## src/rtl/seq_shift_add_multiplier_pkg.sv

```systemverilog
// Shared defaults and FSM state type for the sequential shift-add multiplier.
package seq_shift_add_multiplier_pkg;

   localparam int unsigned QW_DEF = 16;
   localparam int unsigned YW_DEF = 32;
   localparam int unsigned PW_DEF = QW_DEF + YW_DEF;

   typedef enum logic [1:0] {
      ST_IDLE = 2'd0,
      ST_BUSY = 2'd1,
      ST_DONE = 2'd2
   } mul_state_e;

endpackage

```

## src/rtl/seq_shift_add_multiplier.sv

```systemverilog
// Radix-2 sequential shift-add multiplier, fixed QW-cycle latency, valid/ready on both sides.
// Define MUL_REM_ADD_EN to preload r_in so p_out = q_in*y_in + r_in (divider result check).
module seq_shift_add_multiplier
   import seq_shift_add_multiplier_pkg::*;
#(
   parameter int unsigned QW = QW_DEF,
   parameter int unsigned YW = YW_DEF
) (
   input  logic               clk,
   input  logic               rst_n,
   input  logic               in_valid,
   output logic               in_ready,
   input  logic [QW-1:0]      q_in,
   input  logic [YW-1:0]      y_in,
   input  logic [YW-1:0]      r_in,
   output logic               out_valid,
   input  logic               out_ready,
   output logic [QW+YW-1:0]   p_out
);

   localparam int unsigned PW = QW + YW;
   localparam int unsigned CW = $clog2(QW + 1);

   mul_state_e      state_q, state_d;
   logic [PW-1:0]   p_q, p_d;
   logic [YW-1:0]   y_q, y_d;
   logic [CW-1:0]   cnt_q, cnt_d;
   logic            in_ready_q, in_ready_d;
   logic            out_valid_q, out_valid_d;

   logic [YW-1:0]   preload;
   logic [YW:0]     hi_sum;
   logic            accept;
   logic            last_step;

`ifdef MUL_REM_ADD_EN
   assign preload = r_in;
`else
   logic unused_r_in;
   assign unused_r_in = ^r_in;
   assign preload     = '0;
`endif

   assign accept    = in_valid && (state_q == ST_IDLE);
   assign last_step = (cnt_q == CW'(1));

   // Conditional add of the multiplicand into the upper half, carry kept for the shift
   assign hi_sum = {1'b0, p_q[PW-1:QW]} + (p_q[0] ? {1'b0, y_q} : (YW+1)'(0));

   always_ff @(posedge clk or negedge rst_n) begin
      if (!rst_n) begin
         state_q <= ST_IDLE;
      end else begin
         state_q <= state_d;
      end
   end

   always_comb begin
      state_d = state_q;
      unique case (state_q)
         ST_IDLE: if (accept)    state_d = ST_BUSY;
         ST_BUSY: if (last_step) state_d = ST_DONE;
         ST_DONE: if (out_ready) state_d = ST_IDLE;
         default:                state_d = ST_IDLE;
      endcase
   end

   // Handshake flags are registered copies of the next-state decode
   always_comb begin
      in_ready_d  = (state_d == ST_IDLE);
      out_valid_d = (state_d == ST_DONE);
   end

   always_ff @(posedge clk or negedge rst_n) begin
      if (!rst_n) begin
         in_ready_q  <= 1'b1;
         out_valid_q <= 1'b0;
      end else begin
         in_ready_q  <= in_ready_d;
         out_valid_q <= out_valid_d;
      end
   end

   always_comb begin
      p_d   = p_q;
      y_d   = y_q;
      cnt_d = cnt_q;
      unique case (state_q)
         ST_IDLE: begin
            if (accept) begin
               y_d   = y_in;
               p_d   = {preload, q_in};
               cnt_d = CW'(QW);
            end
         end
         ST_BUSY: begin
            p_d   = {hi_sum, p_q[QW-1:1]};
            cnt_d = cnt_q - CW'(1);
         end
         default: ;
      endcase
   end

   always_ff @(posedge clk or negedge rst_n) begin
      if (!rst_n) begin
         p_q   <= '0;
         y_q   <= '0;
         cnt_q <= '0;
      end else begin
         p_q   <= p_d;
         y_q   <= y_d;
         cnt_q <= cnt_d;
      end
   end

   assign in_ready  = in_ready_q;
   assign out_valid = out_valid_q;
   assign p_out     = p_q;

   a_ready_valid_excl: assert property (@(posedge clk) disable iff (!rst_n)
      !(in_ready_q && out_valid_q));

   a_result_hold: assert property (@(posedge clk) disable iff (!rst_n)
      (out_valid_q && !out_ready) |=> (out_valid_q && $stable(p_q)));

endmodule

```

## config.mk

```make
export PLATFORM = sky130hd
export DESIGN_NAME = seq_shift_add_multiplier
export DESIGN_NICKNAME = d
export VERILOG_FILES = /design/src/rtl/seq_shift_add_multiplier_pkg.sv /design/src/rtl/seq_shift_add_multiplier.sv
export SDC_FILE = /design/constraint.sdc
export NUM_CORES = 1
export LEC_CHECK = 0
export ABC_AREA = 1
export ABC_CLOCK_PERIOD_IN_PS = 2500
export CORE_MARGIN = 2
export CORE_UTILIZATION = 35
export CTS_BUF_LIST = sky130_fd_sc_hd__clkbuf_4 sky130_fd_sc_hd__clkbuf_8
export DETAILED_ROUTE_END_ITERATION = 10
export PLACE_DENSITY_LB_ADDON = 0.12
export SLEW_MARGIN = 10
export SYNTH_ARGS = -nofsm -noshare
export SYNTH_HDL_FRONTEND = slang
export SYNTH_SLANG_ARGS = --single-unit
```

## constraint.sdc

```tcl
create_clock -name clk -period 2.5 [get_ports clk]
set_input_delay 0.5 -clock clk [delete_from_list [all_inputs] [get_ports clk]]
set_output_delay 0.5 -clock clk [all_outputs]
set_load 0.01 [all_outputs]
```

# Yosys cells after proc, flatten, opt, wreduce, memory -nomap -nowiden
# Index checks and enable logic that the tools add are counted.
# classes
n_addsub,2
n_mux,9
eq_ne,5
reduce_logical,6
# ops
op,count
one-hot mux 48 bit (2 select lines),1
two-way mux 48 bit,1
adder 32 x 32 -> 33 bit,1
two-way mux 32 bit,1
one-hot mux 5 bit (2 select lines),1
two-way mux 2 bit,3
one-hot mux 2 bit (3 select lines),1
equality test 5 x 1 -> 1 bit (second input constant),1
two-way mux 5 bit,1
subtractor 5 x 1 -> 5 bit (second input constant),1
equality test 2 bit (second input constant),2
zero test 2 bit,2
AND reduction 2 bit,2
equality test 2 x 1 -> 1 bit (second input constant),1
inequality test 2 bit (second input constant),1
nonzero test 2 bit,1
logical AND 1 bit,1
# totals
register_bits,89
in_bits,84

# Logic depth before layout (Yosys ltp)
# depth
ltp_word,5
ltp_mapped,18
ltp_nobuf,16

# Worst setup path before layout
# OpenSTA, ideal clock, no wires.
# synth_path
path_kind,register to register
startpoint,register p_q[0] (netlist: p_out[0])
endpoint,register p_q[43] (netlist: p_out[43])
setup_ps,117
arrival_time_ps,2292
path_slack_ps,91
synth_period_minus_slack_ps,2409
path_stages_with_launch,18
cell_sequence,dfrtp_1 -> clkbuf_1 -> clkbuf_1 -> nand2_1 -> inv_1 -> ha_1 -> inv_1 -> fa_1 -> inv_1 -> nand3_1 -> nand3_1 -> nand3_1 -> nand3_1 -> nand2_1 -> nand2_1 -> nand2_1 -> nand3_1 -> nand2_1
# synth_via
elab_chain_cells,3
# synth_rtl
element,line_no,rtl
from (decl),seq_shift_add_multiplier.sv:25,"logic [PW-1:0] p_q, p_d;"
from (signal assigned),seq_shift_add_multiplier.sv:110,p_q <= p_d;
two-way mux 32 bit,seq_shift_add_multiplier.sv:48,"assign hi_sum = {1'b0, p_q[PW-1:QW]} + (p_q[0] ? {1'b0, y_q} : (YW+1)'(0));"
adder 32 x 32 -> 33 bit,seq_shift_add_multiplier.sv:48,
one-hot mux 48 bit (2 select lines),seq_shift_add_multiplier.sv:88,unique case (state_q)
# Every way passes these cells.
# A chain may end at the register's enable or synchronous reset.

# Worst setup path in the final report
# layout_path
startpoint,register p_q[0] (netlist: p_out[0])
endpoint,register p_q[46] (netlist: p_out[46])
# The elaborated chain is that of the path after synthesis.

==> qor.csv <==
stage;metric;value;unit
status;status;complete, no violations;
setup_path;arrival;2.56;ns
synth;syn_area_per_cell;6.379;µm²
synth;ys.flop_type;dfrtp_1;
grt;antenna_found_initial;0;
pwr;vdd_drop_max;0.4783;mV
cts;clockBufferDepth;2;
timing;rsz0062_at_grt;no;
synth;synth_edf_count;0;
grt;gr-usage-all-layers;19.42;%
setup_path;slowest_delay;0.45;ns
synth;yosys_warnings;0;
synth;ys_seq_area_share;36.62;%
placement;dpl_worst_slack;-0.03025;ns
floorplan;die_w;135.9;µm
setup_path;crit_required;2.80;ns
setup_path;cp-end-kind;flop;
routing;wire_per_inst;13.16;µm
timing;whs;0.02237;ns
cts;cts_tree;done;
cts;cts_made_buffers;9;
synth;yosysMostFrequentCell;nand2_1;
routing;ant_nets;0;
floorplan;dieArea;0.01846;mm²
setup_path;worst-setup-path-type;flop to flop;
final_layout;synthToLayoutAreaGrowth;25.51;%
final_layout;fin_nets;1177;
timing;fin_crit_sh;90.71;%
setup_path;r2r-start;p_out[0];
setup_path;crit_path_top_delay_cell;dfrtp_2;
setup_path;worst-path-buf-inv;2;
cts;clock-root-buffer;clkbuf_8;
synth;synth_area_leaders;dfrtp_1 (36%), nand2_1 (27%), inv_1 (10%), ha_1 (7.0%), nand3_1 (3.6%);
cts;path_clk_slew;0.11;ns
final_layout;final_cells;1288;
routing;wl;16950;µm
cts;clock_latency;0.40;ns
synth;synthCells;954;
setup_path;reg2reg_slack;0.23;ns
floorplan;io_pins;134;
timing;fmax;0.4410;GHz
final_layout;drive_gt1_share;5.362;%
setup_path;cp_common_cell;nand2_1;
synth;synth_area;0.006086;mm²
routing;drc;0;
cts;cts_hold_buf;0;
floorplan;rows;48;
timing;hold_viol;0;
timing;slew_violations;0;
synth;synthDistinctLibCells;33;
floorplan;die_height;135.9;µm
placement;gp_congestion;0.8955;
timing;worst-slew-pin-transition;0.7468;ns
grt;overflow;0;
placement;placed_area;0.007385;mm²
setup_path;rr_worst_depth;13;
grt;grt_start_max_net_pins;31;
timing;period_needed;2.268;ns
grt;grt_pass1_vias;5580;
final_layout;fin_util;44.47;%
final_layout;antenna_cells;0;
timing;relSlewSlack;50.16;%
routing;drt_pass1_iterations;4;
setup_path;critPathMaxFanout;21;
synth;synth_top_area_share;36.18;%
synth;synth_top_family_by_area;simple AND/OR/NAND/NOR gates;
synth;synth_area_leader_cell;dfrtp_1;
synth;yosys.area_share.simple;36.57;%
floorplan;fp.coreArea;0.01718;mm²
synth;muxShareOfSynthArea;0.1645;%
cts;cts_max_level;3;
setup_path;path_delay_family;simple AND/OR/NAND/NOR gates;
routing;vias;5753;
final_layout;final_area;0.007639;mm²
synth;async_flop_share;100.0;%
setup_path;timing.rr.end;p_out[46];
timing;finalSetupViolations;0;
setup_path;setup.worst_path.start_class;flop;
routing;drtIter0Drc;311;
synth;synth_compound_area_share;7.257;%
cts;cts_sinks;89;
synth;synth_nets;1073;
placement;place_hpwl;13360;µm
pwr;power_leakage;4.366;nW
hold_path;holdCritPathClass;input pin to asynchronous set/reset pin;
run;cap_violations;0;
pwr;power_density;1266;mW/mm²
setup_path;startpoint;p_out[0];
synth;synth_commonest_cells;nand2_1 (440), inv_1 (162), dfrtp_1 (88);
grt;grt_pass1_wl;27890;µm
placement;portBuffers;101;
routing;avgViaCountPerCell;4.467;
setup_path;worstPathCellList;buf_4, nand2_1, inv_1, ha_1, nand2_1, nor2_1, nand2_1, nor2_1, nand2_1, nand2_1, nand2_1, nand3_1, nand2_1;
synth;synth_seq_cells;89;
placement;placed_cells;1271;
synth;synth_fa_ha_area_share;7.319;%
timing;fin_skew;0.01284;ns
floorplan;initial_core_util;35.43;%
timing;setup_ws;0.2323;ns
synth;synth_xor_area_share;0.2878;%
==> state kept, by name (all words and copies together) (netlist names) <==
name and flops:
cnt_q 5, in_ready 1, out_valid 1, p_out 48, state_q 2, y_q 32
==> cell families after synthesis <==
kind of cell | count (synthesis)
simple gates | 562
buf+inv | 188
flops | 89
compound gates | 77
fa+ha+maj | 35
xor+xnor | 2
mux | 1
==> how the worst max path moves through the flow <==
stage / endpoint / cells after the start
3_3_place_gp: p_out[1] / 6
6_report: p_out[46] / 13
3_5_place_dp: p_out[7] / 6
2_1_floorplan: p_out[43] / 17
4_1_cts: p_out[35] / 15
5_1_grt: p_out[46] / 15
==> layout by cell type (no fill, tap or decap), drive strengths merged, types with 2 or more instances in the layout <==
cell type	count
nand2	444
inv	169
clkdlybuf4s50	100
dfrtp	88
nor2	60
nand3	45
a21oi	35
ha	34
o21ai	22
buf	15
clkbuf	9
o221ai	7
nor3	6
o22ai	4
o21bai	3
nand4	3
o31ai	2
o211ai	2
nand3b	2
or2	2
clkinv	2
==> report_power, final <==
group	leakage [nW]	switching, W	internal, W	total [W]
clock network	0.108	0.000645	0.000493	0.00114
registers	1.09	0.000513	0.00216	0.00268
logic	3.17	0.00352	0.00233	0.00585
total	4.37	0.00468	0.00499	0.00967
==> metal layers <==
metal	wire, µm	up-vias	GRT usage (%)
li1	-	3117	-
met1	8449	2508	27.43
met2	7301	112	29.88
met3	982	16	4.922
met4	217	0	4.630
met5	0	-	0
==> stage by stage <==
step	setup TNS (ns)	power (W)
after detailed placement	-0.06079	0.008572
after CTS	0	0.009755
after floorplan	0	0.006435
after global placement	0	0.008536
after global routing	0	0.01070
final	0	0.009667
==> worst reg2reg max path, delay by kind of cell (launching register included) <==
kind	cells	cell delay, ns
DFF	1	0.45
buffers and inverters	2	0.27
adders and majority gates	1	0.40
and+or+nand+nor	10	1.03
==> timing repair <==
item,in CTS,in global routing
setup endpoints to repair,0,12
setup buffers,0,1
gates resized for setup,0,9
==> cell type report <==
type / count / area, µm²
clock buffers: 9 / 123.9
clock inverters: 7 / 96.34
fillers: 1862 / 9538
inverters: 166 / 623.1
multi-input cells: 677 / 3171
flip-flops and latches: 89 / 2230
well taps: 225 / 281.5
repair buffers: 115 / 1114
(Power assumes the default switching activity.)
==> variant 1: new RTL, config.mk and constraints unchanged <==
Set the package constant `QW_DEF` to 32 (it was 16).
--- a/src/rtl/seq_shift_add_multiplier_pkg.sv
+++ b/src/rtl/seq_shift_add_multiplier_pkg.sv
@@ -3,3 +3,3 @@
 
-   localparam int unsigned QW_DEF = 16;
+   localparam int unsigned QW_DEF = 32;
    localparam int unsigned YW_DEF = 32;
Ports: changed (resized p_out and q_in); port bits go from 134 to 166. The function was not compared with the original's and may differ.
==> variant 1 against the unedited design <==
- clock skew increased by 6.5 ps
- sequential power increased by 19%
- sequential cell count rose by 17
- sequential share of layout area is 1.1 points higher
- final cell count up 11%
- count of clock-buffer cells in the layout increased by 2
- design area is 15% higher
- setup slack better by 14 ps
- synthesized area grew 14%
- synthesized cell count increased by 7.8%
- routed wire length rose by 14%
- power rose by 19%
- critical path type unchanged
- critical endpoint is now p_out[60]
- largest power group unchanged
- highest routed layer unchanged
==> variant 1: results (changes against the unedited design) <==
status:
  outcome: "finished clean"
power:
  ir_worst_vdd_uv: 529  # +11%
  p_leak_nw: 4.82  # +10%
synthesis:
  ys_top_cells_by_area: "dfrtp_1 38%, nand2_1 24%, inv_1 9.1%"
  synthFlopType: "dfrtp_1"
  ys_seq_area_frac: 0.382  # +0.0159
  synth_xor_area_frac: 0.00252  # -0.000356
  synth_compound_area_frac: 0.0859  # +0.0134
  synth_fp_nets: 1163  # +8.4%
  ys_warn_count: 0  # unchanged
  synthAdderAreaFrac: 0.0641  # -0.00906
  synth_commonest_cells: "445 x nand2_1, 169 x inv_1, 105 x dfrtp_1, 54 x nor2_1, 40 x nand3_1"
  synthMuxAreaShare: 0.00144  # -0.000204
  yosysUniqueCellTypes: 42  # +27%
final_layout:
  multiInputGateArea_um2: 3480  # +9.6%
  largest_reg_flops: 64  # +33%
  nMultiInputCombCells: 715  # +5.6%
  final-nonclk-buf-share: 0.161  # +0.0149
  seq_area_um2: 2650  # +19%
  n_clock_buffer: 11  # +2
  clockNetworkAreaShare: 0.0255  # -0.00329
  inv_count: 180  # +8.4%
  buffers: 142  # +23%
  fill_cells: 2063  # +11%
  num_antenna_cells: 0  # unchanged
  drive_gt1_frac: 0.0647  # +0.0111
  nNetsFinal: 1289  # +9.5%
setup_path:
  arrival_ps: 2550  # about the same
  r2r_cells: 14  # +1
  critPathCapture: "p_out[60]"
  worstReg2RegEnd: "p_out[60]"
  slowest_delay_ps: 420  # -30 ps
  cp_max_fo: 22  # +4.8%
  cpMaxStageDelayCell: "dfrtp_1"
placed_design:
  hpwl_um: 14700  # +10%
  gp_congestion: 0.901  # +0.56%
  port_buffers: 133  # +32%
detailed_routing:
  dr_wl_met2_um: 8560  # +17%
  wl_met3_um: 1040  # +5.5%
  via_per_inst: 4.53  # +1.4%
  wl_per_cell_um: 13.5  # +2.7%
  drt-met1-wl_um: 9390  # +11%
  dr.pass1.iters: 5  # +1
  initialDrtViolationCount: 353  # +14%
global_route:
  grt_max_degree: 46  # +48%
  grtUsageTotal: 0.195  # +0.000261
  use_met3: 0.0467  # -0.00249
  use_met1: 0.271  # -0.00372
  grt_pass1_vias: 6273  # +12%
  grtUsageMet2: 0.304  # +0.00555
  grt_pass1_wl_um: 31600  # +13%
sta:
  finClkSkew_ps: 19.4  # +6.55 ps
  slew_headroom: 0.458  # -0.0431
clock_network:
  clock-sinks: 106  # +19%
==> variant 1: metrics by stage <==
step | util | setup WS (ps) | hold WS [ps] | instances | cell area (um2)
after floorplan | - | 92.4 | 204 | 1028 | 6950
after global placement | 0.439 | 276 | 454 | 1408 | 8540
after detailed placement | 0.439 | 208 | 459 | 1408 | 8540
after CTS | 0.450 | 149 | 59.1 | 1424 | 8760
after global routing | 0.451 | 7.28 | 77.1 | 1424 | 8770
final | 0.451 | 246 | 55.1 | 1424 | 8770
==> variant 1: where the power goes <==
group | leakage [nW] | total, W | switching (W) | internal (W)
clock network | 0.117 | 0.00126 | 0.000658 | 0.000597
registers | 1.29 | 0.00320 | 0.000601 | 0.00260
logic | 3.41 | 0.00707 | 0.00422 | 0.00285
total | 4.82 | 0.0115 | 0.00548 | 0.00605
==> variant 1: repair_timing <==
item / CTS / global route
endpoints found under the setup margin: 0 / 6
gates resized for setup: 0 / 3
hold buffers: 0 / 0
==> variant 2: new RTL, config.mk and constraints unchanged <==
Made on the original files. Make the reset (`rst_n`) synchronous in 3 clocked blocks.
--- a/src/rtl/seq_shift_add_multiplier.sv
+++ b/src/rtl/seq_shift_add_multiplier.sv
@@ -49,3 +49,3 @@
 
-   always_ff @(posedge clk or negedge rst_n) begin
+   always_ff @(posedge clk) begin
       if (!rst_n) begin
@@ -73,3 +73,3 @@
 
-   always_ff @(posedge clk or negedge rst_n) begin
+   always_ff @(posedge clk) begin
       if (!rst_n) begin
@@ -103,3 +103,3 @@
 
-   always_ff @(posedge clk or negedge rst_n) begin
+   always_ff @(posedge clk) begin
       if (!rst_n) begin
Behaviour: differs if rst_n is asserted again (counterexample within 4 cycles, from zero or initial values and one cycle with rst_n low); with rst_n held inactive, the same outputs for 4 cycles.
==> variant 2 against the unedited design <==
- global-route usage about the same
- worst hold slack better by 450 ps
- design area down 3.8%
- routed wire length down 0.28%
- synthesized area down 3.4%
- critical path depth up 3
- fmax up 0.35%
- sequential cell count unchanged
- final cell count up 1.2%
- setup slack better by 7.9 ps
- critical path type unchanged
- largest cell class unchanged
Power is not compared: it rests on default switching activity, and its combinational part moved more than twofold at a synthesized area within 25%.
==> variant 2: results (changes against the unedited design) <==
synthesis:
  synth_fp_nets: 1106  # +3.1%
  post_synth.cell_area_avg_um2: 5.96  # -6.6%
  ys_seq_area_frac: 0.303  # -0.0631
  ys_top_cells_by_area: "dfxtp_1 30%, nand2_1 21%, inv_1 10%"
  ys_async_sr_fraction: 0  # -1.00
  synth_commonest_cells: "336 x nand2_1, 160 x inv_1, 114 x nor2_1, 89 x dfxtp_1, 69 x a21oi_1"
  yosysUniqueCellTypes: 30  # -9.1%
  synth_compound_area_frac: 0.124  # +0.0519
  synth_xor_area_frac: 0  # -0.00288
  synthMuxAreaShare: 0  # -0.00164
setup_path:
  critPathCapture: "p_out[47]"
  arrival_ps: 2570  # about the same
  r2r_cells: 16  # +3
  cp-startpoint: "p_out[0]"
  cp_max_fo: 4  # -81%
global_route:
  use_met1: 0.275  # +0.000808
  use_met3: 0.0441  # -0.00508
  grt_max_degree: 52  # +68%
  grt_pass1_vias: 5572  # -0.14%
  grt_pass1_wl_um: 27900  # about the same
  grtUsageMet2: 0.292  # -0.00644
  grtUsageTotal: 0.194  # about the same
placed_design:
  hpwl_um: 13000  # -3.1%
  gp_congestion: 0.930  # +3.9%
detailed_routing:
  wl_per_cell_um: 13.0  # -1.5%
  initialDrtViolationCount: 309  # -0.64%
  dr.pass1.iters: 5  # +1
  vias: 5946  # +3.4%
status:
  outcome: "finished clean"
final_layout:
  fill_cells: 1836  # -1.4%
  nNetsFinal: 1198  # +1.8%
sta:
  slew_headroom: 0.757  # +0.255
  finClkSkew_ps: 8.34  # -4.50 ps
clock_network:
  clk-insertion-delay-late_ps: 380  # -20 ps
  numCtsBuffers: 9  # unchanged
worst_hold_path:
  hp-class: "flop to flop"
variant 2: changes by cell type after synthesis, moves of 6 or more:
| cell | unedited run | this run |
|---|---|---|
| o21ai_0 | 17 | 43 |
| nand2_1 | 440 | 336 |
| a21oi_1 | 35 | 69 |
| clkbuf_1 | 13 | 19 |
| dfrtp_1 | 88 | 0 |
| a31oi_1 | 0 | 6 |
| a22oi_1 | 0 | 9 |
| nor2_1 | 55 | 114 |
| dfxtp_1 | 0 | 89 |
| o221ai_1 | 7 | 0 |
variant 2: worst max-delay path, stage by stage (launching register included):
cell	delay, ps
dfxtp_1	370
nand2_1	60
inv_1	50
ha_1	220
inv_1	70
fa_1	370
inv_1	90
nand3_1	70
nand3_1	150
nand2_1	70
nand2_1	140
nand3_1	90
nand2_1	140
nand2_1	70
nand2_1	60
nand2_1	40
a21oi_1	120
variant 2: worst min path at each step:
stage,from,to,slack (ps)
6_report,cnt_q[1],cnt_q[1],470
5_1_grt,cnt_q[1],cnt_q[1],480
4_1_cts,cnt_q[1],cnt_q[1],470
3_5_place_dp,cnt_q[4],cnt_q[4],450
3_3_place_gp,cnt_q[4],cnt_q[4],450
2_1_floorplan,cnt_q[4],cnt_q[4],430
variant 2: repair_timing:
| item | CTS | global route |
|---|---|---|
| endpoints found under the hold margin | 0 | 0 |
| endpoints found under the setup margin | 0 | 4 |
| gates resized for setup | 0 | 1 |
variant 2: routing by layer:
metal	up-vias	part of all wire
met5	-	0
met2	130	0.42
met3	18	0.055
met1	2549	0.51
li1	3249	-
met4	0	0.018
variant 2: cell families (layout without fill, tap and decap cells):
family | count (synthesis) | after routing
fa+ha+maj | 35 | 35
compound gates | 136 | 136
simple gates | 533 | 533
flops | 89 | 89
buf+inv | 194 | 291
variant 2: layout make-up:
class                           count  area (um2)  share of cell area
Inverter                          163         612              0.0833
Clock inverter                      6        72.6             0.00988
Timing Repair Buffer              112        1120               0.153
Clock buffer                       10         138              0.0187
Multi-Input combinational cell    704        3340               0.455
Sequential cell                    89        1780               0.243
Tap cell                          220         275              0.0375
variant 2: metrics by stage:
| step | worst slack (ps) | instance area [um2] |
|---|---|---|
| floorplan | 269 | 5880 |
| global placement | 256 | 7130 |
| detailed placement | 232 | 7130 |
| CTS | 202 | 7340 |
| global route | 4.34 | 7340 |
| finish | 240 | 7340 |
variant 2: power groups by stage:
| stage | Combinational [W] | Sequential [W] | Clock (W) |
|---|---|---|---|
| after floorplan | 0.000311 | 0.00159 | 0 |
| after global placement | 0.000555 | 0.00159 | 0 |
| after detailed placement | 0.000557 | 0.00159 | 0 |
| after CTS | 0.000558 | 0.00156 | 0.00114 |
| after global routing | 0.000619 | 0.00157 | 0.00120 |
| final | 0.000550 | 0.00156 | 0.00110 |
